<file path="config.mk">
export PLATFORM = sky130hd
export DESIGN_NAME = core_sequencer
export DESIGN_NICKNAME = d
export VERILOG_FILES = /design/src/rtl/core_sequencer.sv
export SDC_FILE = /design/constraint.sdc
export NUM_CORES = 1
export LEC_CHECK = 0
export BUFFER_PORTS_ARGS = -buffer_cell sky130_fd_sc_hd__buf_2
export CAP_MARGIN = 0
export CELL_PAD_IN_SITES_DETAIL_PLACEMENT = 0
export CELL_PAD_IN_SITES_GLOBAL_PLACEMENT = 1
export CORE_MARGIN = 5
export CORE_UTILIZATION = 33
export DETAILED_ROUTE_END_ITERATION = 8
export PLACE_DENSITY = 0.87
export SYNTH_ARGS = -nofsm -noshare
export SYNTH_HDL_FRONTEND = slang
export SYNTH_SLANG_ARGS = --single-unit
</file>
<file path="constraint.sdc">
create_clock -name clk -period 1.7 [get_ports clk]
set_input_delay 0.255 -clock clk [delete_from_list [all_inputs] [get_ports clk]]
set_output_delay 0.255 -clock clk [all_outputs]
set_load 0.02 [all_outputs]
</file>
<file path="src/rtl/core_sequencer.sv">
// rtl/core_sequencer.sv - multicycle fetch/decode/phase sequencer for the 16-bit core datapath
// Holds PC, IR and the retired-instruction count; phase enables are state decodes gated by run.
module core_sequencer #(
  parameter int PC_W = 8
) (
  input  logic            clk,
  input  logic            reset,
  input  logic            run,
  input  logic            start,
  output logic [PC_W-1:0] imem_addr,
  input  logic [15:0]     imem_rdata,
  input  logic            branch_res,
  output logic [15:0]     instruction,
  output logic            en_s,
  output logic            en_c,
  output logic [7:0]      en_reg,
  output logic [PC_W-1:0] pc,
  output logic            done,
  output logic            halted,
  output logic [15:0]     retired
);

  typedef enum logic [2:0] {
    S_IDLE   = 3'd0,
    S_FETCH  = 3'd1,
    S_DECODE = 3'd2,
    S_LOAD   = 3'd3,
    S_EXEC   = 3'd4,
    S_WRITE  = 3'd5,
    S_BRANCH = 3'd6,
    S_HALT   = 3'd7
  } state_t;

  state_t            r_state;
  logic [PC_W-1:0]   r_pc;
  logic [15:0]       r_ir;
  logic [15:0]       r_retired;

  logic signed [7:0] w_off8;
  logic [PC_W-1:0]   w_off;
  logic [PC_W-1:0]   w_pc_inc;

  assign w_off8   = r_ir[12:5];
  assign w_off    = PC_W'(w_off8);
  assign w_pc_inc = r_pc + PC_W'(1);

  // Everything freezes while run is low, so a stalled phase resumes unchanged.
  always_ff @(posedge clk) begin
    if (reset) begin
      r_state   <= S_IDLE;
      r_pc      <= '0;
      r_ir      <= '0;
      r_retired <= '0;
    end else if (run) begin
      case (r_state)
        S_IDLE, S_HALT: begin
          if (start) begin
            r_pc    <= '0;
            r_state <= S_FETCH;
          end
        end
        S_FETCH:  r_state <= S_DECODE;
        S_DECODE: begin
          r_ir <= imem_rdata;
          case (imem_rdata[1:0])
            2'd0, 2'd1: r_state <= S_LOAD;
            2'd2:       r_state <= S_BRANCH;
            default:    r_state <= S_HALT;
          endcase
        end
        S_LOAD:   r_state <= S_EXEC;
        S_EXEC:   r_state <= S_WRITE;
        S_WRITE: begin
          r_pc      <= w_pc_inc;
          r_retired <= r_retired + 16'd1;
          r_state   <= S_FETCH;
        end
        S_BRANCH: begin
          r_pc      <= branch_res ? (r_pc + w_off) : w_pc_inc;
          r_retired <= r_retired + 16'd1;
          r_state   <= S_FETCH;
        end
        default:  r_state <= S_IDLE;
      endcase
    end
  end

  assign imem_addr   = r_pc;
  assign pc          = r_pc;
  assign instruction = r_ir;
  assign retired     = r_retired;

  assign en_s   = run && (r_state == S_LOAD);
  assign en_c   = run && (r_state == S_EXEC);
  assign en_reg = (run && (r_state == S_WRITE)) ? (8'b1 << r_ir[15:13]) : 8'b0;
  assign done   = run && ((r_state == S_WRITE) || (r_state == S_BRANCH));
  assign halted = (r_state == S_HALT);

endmodule

</file>
==> qor.csv <==
metric,value,unit
rsz0062_at_grt,true,
worstMarginPinSlew,0.484,ns
synth_ff_type,dfxtp_1,
max_clock_freq,573,MHz
clockBufferDepth,2,
cts.clk_slew.worst_paths,0.09,ns
dieArea,9420,µm²
cts_made_buffers,5,
clock_latency,0.30,ns
hold_class,in -> reg,
first_global_vias,2526,
status,"complete, but fails checks",
relSlewSlack,67.5,%
synth_seq_cells,43,
hpwl,5510,µm
synth_edf_count,0,
grt_busiest_layer,met2,
cp.required,1.44,ns
worstSetupStartpointType,register,
gp_congestion,0.897,
critical_path.max_fanout,5,
cts_root_buffer,clkbuf_8,
initial_core_util,34.1,%
holdBufCountCts,0,
grt_max_degree,21,
die_width,97.1,µm
slew_viol_final,0,
synth_top_family_by_area,simple AND/OR/NAND/NOR gates,
viasPerCell,4.89,
synth_xor_xnor_area_share,7.70,%
clock_sinks,43,
io_buffers,80,
syn-num-nets,353,
setup_violations,2,
antenna_found_initial,0,
drt_iter0_markers,74,
cts_tree,built,
cts_max_level,2,
cap_viol_max_count,0,
mostFrequentLayoutCell,buf_2,
peakVddDrop,394,µV
antenna-diode-count,0,
drc,0,
placed_area,3250,µm²
synth-seq-area-share,34.4,%
syn_area,2500,µm²
nets,467,
skew,0.0183,ns
num_vias,2619,
dr.pass1.iters,4,
layout_common_cells,"73 x buf_2, 54 x buf_4, 49 x nand2_1",
p_leak,1.56,nW
async_reset_ff_share,0,%
synthSimpleGateAreaFrac,28.6,%
synth_cell_types,51,
finalInstanceArea,3580,µm²
num_io_pins,81,
violations,setup timing,
crit_type,reg -> out,
grt-ovfl-total,0,
die_h,97.1,µm
avgSynthCellArea,7.77,µm²
powerDensity,627,nW/µm²
hold_viol,0,
finalSetupTns,-0.0612,ns
wirelength,7310,µm
grt_usage,15.1,%
gr-usage-met3,3.45,%
rrSetupSlack,0,ns
syn_to_final_growth,43.3,%
antenna_left,0,
netlist_instances,322,
yosysWarnings,0,
synth_mux_area_share,1.25,%
endpoint_kind,output pin,
grt_first_pass_wirelength,12100,µm
synthAdderAreaFrac,5.30,%
core,7330,µm²
fillCellCount,736,
post-route-min-period,1.75,ns
fin_ws,-0.0455,ns
period_share,103,%
crit_arrival,1.49,ns
drive_gt1_share,40.3,%
wire_per_inst,13.6,µm
dp_slack,-0.100,ns
grtUsageMet1,19.8,%
use_met2,25.3,%
synth_compound_area_share,16.4,%
rows,31,
holdWs,0.178,ns
## path summary, 6_finish.rpt
path                          startpoint                          end  cells after the start
max              r_state[0]$_SDFFE_PP0P_                         done                      5
min                        imem_rdata[6]  instruction[6]$_SDFFE_PP0P_                      3
max reg2reg    imem_addr[0]$_SDFFE_PP0P_    imem_addr[6]$_SDFFE_PP0P_                      8
min reg2reg  instruction[2]$_SDFFE_PP0P_  instruction[2]$_SDFFE_PP0P_                      2
## metrics by stage
step / utilization [%] / cells / power, mW
after floorplan: - / 322 / 1.27
after global placement: 44.4 / 521 / 1.39
after detailed placement: 44.4 / 521 / 1.39
after CTS: 47.5 / 531 / 2.26
after global routing: 48.9 / 536 / 2.35
final: 48.9 / 536 / 2.25
## state kept, by name (all words and copies together) (netlist names)
register,cells
imem_addr,8
instruction,16
r_state,3
retired,16
## timing repair
action,in CTS,in global routing
buffers inserted,2,5
setup endpoints to repair,16,19
pin swaps,7,9
resized for setup,22,19
## power by group
part / internal (mW) / switching, mW
clock: 0.476 / 0.367
combinational: 0.161 / 0.198
sequential: 1.02 / 0.0224
## cells by family after synthesis
| group | count (synthesis) |
|---|---|
| simple gates | 149 |
| compound gates | 64 |
| flops | 43 |
| buf+inv | 31 |
| xor+xnor | 22 |
| fa+ha+maj | 10 |
| mux | 3 |
## cell usage after synthesis, types with 9 or more instances
cell type / n / area [µm²]
nand3_1: 9 / 45.0
nand2_1: 49 / 184
o21ai_0: 11 / 55.1
nor3_1: 9 / 45.0
xnor2_1: 9 / 78.8
ha_1: 9 / 113
nor2_1: 45 / 169
inv_1: 10 / 37.5
xor2_1: 13 / 114
a21oi_1: 22 / 110
dfxtp_1: 43 / 861
buf_4: 10 / 75.1
## metal layers
| metal | vias up | part of all wire, % | wire length (µm) |
|---|---|---|---|
| met1 | 1215 | 47 | 3400 |
| li1 | 1338 | - | - |
| met2 | 57 | 47 | 3460 |
| met4 | 0 | 1.4 | 104 |
| met3 | 9 | 4.7 | 342 |
| met5 | - | 0 | 0 |
## critical path, cell delays in order (launching register included)
cell     delay, ns
dfxtp_4       0.36
buf_4         0.14
xnor2_2       0.28
buf_4         0.20
nor2_4        0.05
buf_2         0.15
## layout make-up
cell class / instances / area, µm² / area share (%)
Sequential cell: 43 / 893 / 24.9
Clock inverter: 2 / 35.0 / 0.978
Multi-Input combinational cell: 248 / 1630 / 45.5
Timing Repair Buffer: 128 / 782 / 21.8
Tap cell: 99 / 124 / 3.46
Inverter: 10 / 37.5 / 1.05
Clock buffer: 6 / 82.6 / 2.30
Power figures use the tool's default switching activity.
